File: src/rtl/lcd_cmd_arbiter.sv
// lcd_cmd_arbiter: two per-requester FIFOs drained round-robin into one LCD controller.
// Optional lock feature (macro LCD_LOCK_EN) pins arbitration to a requester across bytes.
module lcd_cmd_arbiter #(
  parameter int unsigned DEPTH    = 4,
  parameter int unsigned HOLDOFF  = 2,
  parameter int unsigned LOCK_TMO = 64
) (
  input  logic       clk,
  input  logic       rst,
  input  logic       req0_valid,
  input  logic       req0_rs,
  input  logic [7:0] req0_data,
  output logic       req0_ready,
  input  logic       req1_valid,
  input  logic       req1_rs,
  input  logic [7:0] req1_data,
  output logic       req1_ready,
`ifdef LCD_LOCK_EN
  input  logic       req0_lock,
  input  logic       req1_lock,
`endif
  output logic       lcd_rs_sel,
  output logic       lcd_rw_sel,
  output logic [7:0] lcd_data,
  output logic       lcd_execute,
  input  logic       lcd_is_ready,
  output logic       grant,
  output logic       busy
);

  localparam int unsigned AW = $clog2(DEPTH);
  localparam int unsigned HW = (HOLDOFF > 1) ? $clog2(HOLDOFF) : 1;
`ifdef LCD_LOCK_EN
  localparam int unsigned EW = 10;
  localparam int unsigned TW = (LOCK_TMO > 1) ? $clog2(LOCK_TMO) : 1;
`else
  localparam int unsigned EW = 9;
`endif

  typedef enum logic [1:0] {S_IDLE, S_ISSUE, S_HOLD, S_WAIT} state_t;

  state_t              state_q;
  logic                exec_q, rs_q, grant_q, busy_q, rr_q;
  logic [7:0]          data_q;
  logic [HW-1:0]       hold_q;
  logic [1:0]          req_valid, push, pop, full, empty;
  logic [1:0][EW-1:0]  wdata, head;
  logic                pick_ok, pick_idx, take;
  logic [EW-1:0]       head_sel;
`ifdef LCD_LOCK_EN
  logic                pin_q, pin_idx_q;
  logic [TW-1:0]       tmo_q;

  assign wdata[0] = {req0_lock, req0_rs, req0_data};
  assign wdata[1] = {req1_lock, req1_rs, req1_data};
`else
  assign wdata[0] = {req0_rs, req0_data};
  assign wdata[1] = {req1_rs, req1_data};
`endif

  assign req_valid  = {req1_valid, req0_valid};
  assign req0_ready = ~full[0];
  assign req1_ready = ~full[1];

  for (genvar g = 0; g < 2; g++) begin : g_fifo
    logic [EW-1:0] mem_q [DEPTH];
    logic [AW:0]   wptr_q, rptr_q;

    // Full/ready come from registered pointers only: a same-cycle pop never frees a slot early.
    assign empty[g] = (wptr_q == rptr_q);
    assign full[g]  = (wptr_q[AW] != rptr_q[AW]) && (wptr_q[AW-1:0] == rptr_q[AW-1:0]);
    assign push[g]  = req_valid[g] & ~full[g];
    assign head[g]  = mem_q[rptr_q[AW-1:0]];

    always_ff @(posedge clk) begin
      if (push[g]) mem_q[wptr_q[AW-1:0]] <= wdata[g];
    end

    always_ff @(posedge clk or posedge rst) begin
      if (rst) begin
        wptr_q <= '0;
        rptr_q <= '0;
      end else begin
        if (push[g]) wptr_q <= wptr_q + 1'b1;
        if (pop[g])  rptr_q <= rptr_q + 1'b1;
      end
    end
  end

  always_comb begin
    pick_ok  = 1'b0;
    pick_idx = 1'b0;
    if (~empty[0] & ~empty[1]) begin
      pick_ok  = 1'b1;
      pick_idx = rr_q;
    end else if (~empty[0]) begin
      pick_ok  = 1'b1;
      pick_idx = 1'b0;
    end else if (~empty[1]) begin
      pick_ok  = 1'b1;
      pick_idx = 1'b1;
    end
`ifdef LCD_LOCK_EN
    // A pinned requester overrides round robin; nothing issues while its FIFO is empty.
    if (pin_q) begin
      pick_ok  = ~empty[pin_idx_q];
      pick_idx = pin_idx_q;
    end
`endif
    take     = (state_q == S_IDLE) && lcd_is_ready && pick_ok;
    pop      = '0;
    pop[pick_idx] = take;
    head_sel = head[pick_idx];
  end

  always_ff @(posedge clk or posedge rst) begin
    if (rst) begin
      state_q <= S_IDLE;
      exec_q  <= 1'b0;
      rs_q    <= 1'b0;
      data_q  <= '0;
      grant_q <= 1'b0;
      busy_q  <= 1'b0;
      rr_q    <= 1'b0;
      hold_q  <= '0;
    end else begin
      exec_q <= 1'b0;
      unique case (state_q)
        S_IDLE: if (take) begin
          rs_q    <= head_sel[8];
          data_q  <= head_sel[7:0];
          grant_q <= pick_idx;
          rr_q    <= ~pick_idx;
          exec_q  <= 1'b1;
          busy_q  <= 1'b1;
          state_q <= S_ISSUE;
        end
        S_ISSUE: begin
          hold_q  <= '0;
          state_q <= S_HOLD;
        end
        S_HOLD: begin
          if (hold_q == HW'(HOLDOFF - 1)) state_q <= S_WAIT;
          else                            hold_q  <= hold_q + 1'b1;
        end
        S_WAIT: if (lcd_is_ready) begin
          busy_q  <= 1'b0;
          state_q <= S_IDLE;
        end
        default: state_q <= S_IDLE;
      endcase
    end
  end

`ifdef LCD_LOCK_EN
  always_ff @(posedge clk or posedge rst) begin
    if (rst) begin
      pin_q     <= 1'b0;
      pin_idx_q <= 1'b0;
      tmo_q     <= '0;
    end else if (take) begin
      pin_q     <= head_sel[9];
      pin_idx_q <= pick_idx;
      tmo_q     <= '0;
    end else if (pin_q && (state_q == S_IDLE) && empty[pin_idx_q]) begin
      if (tmo_q == TW'(LOCK_TMO - 1)) begin
        pin_q <= 1'b0;
        tmo_q <= '0;
      end else begin
        tmo_q <= tmo_q + 1'b1;
      end
    end
  end
`endif

  assign lcd_rs_sel  = rs_q;
  assign lcd_rw_sel  = 1'b0;
  assign lcd_data    = data_q;
  assign lcd_execute = exec_q;
  assign grant       = grant_q;
  assign busy        = busy_q;

endmodule

File: config.mk
export PLATFORM = sky130hd
export DESIGN_NAME = lcd_cmd_arbiter
export DESIGN_NICKNAME = d
export VERILOG_FILES = /design/src/rtl/lcd_cmd_arbiter.sv
export SDC_FILE = /design/constraint.sdc
export NUM_CORES = 1
export LEC_CHECK = 0
export ABC_AREA = 1
export ABC_CLOCK_PERIOD_IN_PS = 2009
export CORE_MARGIN = 10
export CORE_UTILIZATION = 57
export CTS_CLUSTER_SIZE = 30
export DETAILED_ROUTE_END_ITERATION = 10
export PLACE_DENSITY = 0.83
export SETUP_SLACK_MARGIN = 0.15
export SLEW_MARGIN = 30
export SYNTH_ARGS = -nofsm -noshare
export SYNTH_HDL_FRONTEND = slang
export SYNTH_SLANG_ARGS = --single-unit
export TNS_END_PERCENT = 20
File: constraint.sdc
create_clock -name clk -period 2.01 [get_ports clk]
set_clock_uncertainty 0.1 [all_clocks]
set_input_delay 0.402 -clock clk [delete_from_list [all_inputs] [get_ports clk]]
set_output_delay 0.402 -clock clk [all_outputs]
set_load 0.02 [all_outputs]
## Yosys cells after proc, flatten, opt, wreduce, memory -nomap -nowiden

Memories as Yosys holds them, arrays and structs flattened.
Index checks and enable logic that the tools add are counted.

- Flip-flop bits (word level): 28
- Memory bits (writable): 72
- Output and inout bits: 15
- Memories kept: 2

- Add/subtract/negate cells: 5
- Magnitude comparators: 2
- Equal/unequal tests: 12
- Muxes and demuxes: 24
- Bitwise logic cells: 9
- Reduce and logical (&&, ||, !) cells: 11

Memory list:

| name | words | width | rd ports | clocked after Yosys merged registers in | write ports | line | text |
|---|---|---|---|---|---|---|---|
| g_fifo[0].mem_q | 4 | 9 | 1 | 0 | 1 | 66 | `logic [EW-1:0] mem_q [DEPTH];` |
| g_fifo[1].mem_q | 4 | 9 | 1 | 0 | 1 | 66 |  |

Operators with widths:

| kind | number |
|---|---|
| $mux W9 | 2 |
| $mux W1 | 15 |
| $add A3 B1 Y3 const B | 4 |
| $pmux W2 S4 | 1 |
| $eq A3 B3 Y1 | 2 |
| $mux W2 | 3 |
| $ne A2 B2 Y1 const B | 3 |
| $reduce_and A3 Y1 | 2 |
| $logic_and A1 B1 Y1 | 5 |
| $not A1 Y1 | 5 |
| $eq A2 B2 Y1 | 2 |
| $eq A2 B2 Y1 const B | 2 |
| $pmux W1 S2 | 2 |
| $reduce_bool A2 Y1 | 2 |
| $and A1 B1 Y1 | 3 |
| $and A2 B2 Y2 | 1 |
| $eq A2 B1 Y1 const B | 1 |
| $logic_not A2 Y1 | 1 |
| $lt A1 B2 Y1 const B | 1 |
| $ne A1 B1 Y1 | 2 |
| $reduce_and A2 Y1 | 1 |
| $add A1 B1 Y1 const B | 1 |
| $demux W1 S1 | 1 |
| $ge A1 B1 Y1 const B | 1 |

## Depth between registers and ports, before layout

- Depth after elaboration: 9
- Depth in mapped cells: 12

## Worst setup path before layout

No wires, ideal clock.

- Path kind: flip-flop to flip-flop
- From: reg g_fifo[1].rptr_q[1]
- To: mem g_fifo[1].mem_q[3][0], enable pin
- Library setup time: 0.377 ns
- Arrival time: 1.499 ns
- Data required time: 1.533 ns
- Setup slack: 0.034 ns
- Stages on the path, launching flop included: 7
- Buffers on the path: 1
- Period minus slack after synthesis: 1.976 ns
- Cell sequence: dfrtp_1 -> buf_4 -> nand2_2 -> nand2_2 -> nand3_1 -> nand2_2 -> nor2_1

- Word-level cells in the longest chain between the ends: 6

RTL lines:

| item | line | text |
|---|---|---|
| from (decl) | 67 | `logic [AW:0] wptr_q, rptr_q;` |
| from (signal assigned) | 85 | `if (pop[g]) rptr_q <= rptr_q + 1'b1;` |
| $eq A2 B2 Y1 | 71 | `assign full[g] = (wptr_q[AW] != rptr_q[AW]) && (wptr_q[AW-1:0] == rptr_q[AW-1:0]);` |
| $logic_and A1 B1 Y1 | 71 |  |
| $not A1 Y1 | n/a |  |
| named net req1_ready | 17 | `output logic req1_ready,` |
| $and A1 B1 Y1 | 72 | `assign push[g] = req_valid[g] & ~full[g];` |
| $mux W1 | 76 | `if (push[g]) mem_q[wptr_q[AW-1:0]] <= wdata[g];` |
| $mux W1 (not written as such) | 76 |  |
| to (decl) | 66 |  |

The timed path passes the listed nets, and every way through them passes these cells.

## Final worst setup path

- From: reg data_q[1] (netlist: lcd_data[1])
- To: out lcd_data[1]

RTL lines:

| item | line | text |
|---|---|---|
| from (decl) | 44 | `logic [7:0] data_q;` |
| from (signal assigned) | 131 | `data_q <= head_sel[7:0];` |
| to (decl) | 24 | `output logic [7:0] lcd_data,` |

No word-level cell between the ends.

==> metrics.md <==
| Metric | Value |
|---|---|
| Metal-1 WL | `3660 um` |
| Final Hold Fails | `0` |
| Initial antenna violation count | `0` |
| Slowest-stage cell, CP | `clkdlybuf4s50_1` |
| Placer Congestion | `between 0.8 and 0.9` |
| Vias in the first global route | `2901` |
| Iter 0 DRT Violations | `147` |
| Max-cap viol count | `0` |
| Core Footprint | `7330 sq um` |
| RSZ-0062 raised after global routing | `true` |
| Commonest non-fill, non-tap cell in the layout | `nand2_1` |
| Detailed-placement wirelength estimate | `5870 um` |
| Nets | `482` |
| CTS Buffer Depth | `2` |
| Root Driver | `clkbuf_8` |
| Largest net degree at the start of global routing | `29` |
| Die ar. | `11500 sq um` |
| Final min period | `1.90 ns` |
| Num rows | `31` |
| Reg power frac | `38.8%` |
| Initial Util | `about three fifths` |
| Overall global routing resource usage | `between 10% and 20%` |
| Outcome | `finished clean` |
| Post-Synthesis Cells | `roughly 390` |
| CP Cell Sequence | `clkdlybuf4s50_1` |
| Int Pwr | `between 0.004 and 0.005 W` |
| Routed len/inst | `between 15 and 20 um` |
| Drt pass-1 iters | `4` |
| Grt total ovfl | `0` |
| Area of the mapped netlist | `4320 sq um` |
| Crit-path leading delay family | `buffers and inverters` |
| Post-Syn Nets | `421` |
| Fraction of layout cells with a size suffix above 1 | `16.6%` |
| Global-route wire length before repair | `14100 um` |
| Startpoint Class | `flop` |
| Sequential area share after synthesis | `66.2%` |
| Top Layer Used | `met4` |
| DIE HEIGHT | `107 um` |
| Fmax | `0.528 GHz` |
| Inserted Clock Buffers | `9` |
| Crit. End Element | `output pin` |
| Remaining antenna violation count | `0` |
| Residual DRC count | `0` |
| CP peak stage delay | `0.62 ns` |
| Switching Fraction | `40.2%` |
| Synth-to-layout area growth | `20.0%` |
| PwrDens | `1560 nW/um^2` |
| Leakage power | `2.13 nW` |
| Vias | `2897` |
| Critical path buffer and inverter count | `1` |
| Overall routed net length | `8750 um` |
| Ant diodes | `0` |
| Clk sinks | `100` |
| Worst EP arrival | `1.39 ns` |
| WHS | `0.299 ns` |
| Worst Path Max Fanout | `2` |
| Synth unique cells | `30` |
| Hold Path Class | `input port to async pin` |
| TNS Setup | `0 ns` |
| H-tree lvl count | `3` |
| Commonest cells after routing, fill and taps aside | `nand2_1, edfxtp_1, nor2_1, o21ai_0, clkdlybuf4s50_1` |
| Cts hold-fix bufs | `0` |
| Die W | `107 um` |
| Final WS setup | `roughly 0.11 ns` |
| Metal2 WL | `~4500 um` |
| WS Path Type | `flop to output pin` |
| Dpl ws | `about 0.11 ns` |
| P_sw | `0.00325 W` |
| Port Buffers | `36` |
| Worst VDD drop | `0.802 mV` |
| Synth Register Bits | `100` |
| Io pins | `38` |
| Syn. warnings | `0` |
| Clock Pin Slew Worst Setup and Hold Paths | `0.11 ns` |
| DR WL met3 | `a little under 400 um` |
| Worst skew pair latency | `between 0.3 and 0.4 ns` |
| CTS tree | `built` |
| Worst Path Required | `1.51 ns` |
| Finish-stage setup viols | `0` |
| Clock Power Share | `between 10% and 20%` |
| Fin crit share | `a little over nine tenths` |
| Drt via density | `5.27` |
| Slew Limit Fails | `0` |
| Logic gate share of total power | `between 40% and 50%` |
| Avg Cell Area, Syn | `11.2 sq um` |
metal layers:
metal,up-vias,global-route usage (%)
met1,1395,18.6
met5,-,0
met2,68,26.5
met4,0,6.96
met3,15,3.89
li1,1419,-
area by class of cell:
class / count / area [sq um]
clock buffers: 9 / 124
clock inverters: 7 / 103
fillers: 466 / 2140
inverters: 31 / 121
multi-input cells: 240 / 1270
flip-flops and latches: 100 / 2860
well taps: 99 / 124
repair buffers: 64 / 584
synth_stat cells, drive strengths merged:
| cell | number | area [sq um] |
|---|---|---|
| or2 | 1 | 6.26 |
| clkbuf | 2 | 7.51 |
| a21oi | 3 | 15.0 |
| nand2 | 86 | 362 |
| o21ai | 42 | 210 |
| nand3 | 17 | 90.1 |
| buf | 12 | 82.6 |
| xnor2 | 1 | 8.76 |
| dfrtp | 28 | 701 |
| o22ai | 19 | 119 |
| edfxtp | 72 | 2160 |
| clkinv | 1 | 3.75 |
| xor2 | 7 | 68.8 |
| ha | 13 | 163 |
| conb | 1 | 3.75 |
| nor2 | 50 | 203 |
| inv | 30 | 118 |
state kept, by name, indices dropped and copies added (netlist names):
signal and flops:
hold_q 1, lcd_data 8, busy 1, state_q 2
g_fifo.wptr_q 6, g_fifo.rptr_q 6, rr_q 1, grant 1
g_fifo.mem_q 72, lcd_rs_sel 1, lcd_execute 1
stage by stage:
stage / power [W] / util, % / area (sq um) / instances
after CTS: 0.00788 / 69.4 / 5090 / 540
final: 0.00808 / 70.8 / 5190 / 550
after global routing: 0.00870 / 70.8 / 5190 / 550
after detailed placement: 0.00651 / 66.4 / 4870 / 524
after floorplan: 0.00541 / - / 4330 / 385
after global placement: 0.00636 / 66.4 / 4870 / 524
kinds of logic (layout without fill, tap and decap cells):
family                     after synthesis  in the layout  synth area share (%)
and+or+nand+nor                        154            154                  15.3
adders and majority gates               13             13                  3.76
AOI/OAI and AO/OA                       64             64                  7.96
buffers and inverters                   45            111                  4.89
DFF                                    100            100                  66.2
other                                    1              1                0.0867
xor gates and xnor gates                 8              8                  1.79
power groups by stage:
stage | combinational (W) | sequential, W | clock (W)
final | 0.00356 | 0.00313 | 0.00139
after CTS | 0.00334 | 0.00313 | 0.00141
after detailed placement | 0.00335 | 0.00316 | 0
after global routing | 0.00401 | 0.00318 | 0.00151
after global placement | 0.00323 | 0.00313 | 0
after floorplan | 0.00219 | 0.00322 | 0
final timing paths:
check	startpoint	to	slack [ns]	depth (start not counted)
setup / recovery	lcd_data[1]	lcd_data[1]	0.11	1
hold / removal	rst	lcd_data[6]	0.30	3
setup reg to reg	g_fifo[0].wptr_q[0]	g_fifo[0].mem_q[0][6]	0.32	7
hold reg to reg	lcd_data[3]	lcd_data[3]	0.40	2
max in group asynchronous	rst	g_fifo[1].wptr_q[0]	1.24	3
min in group clk	lcd_data[3]	lcd_data[3]	0.40	2
repair_timing:
action	CTS	global route
buffers inserted	0	10
endpoints found under the setup margin	12	18
pin swaps	1	3
gates resized for setup	11	11
Note: power is estimated with default switching activity, not from simulation.
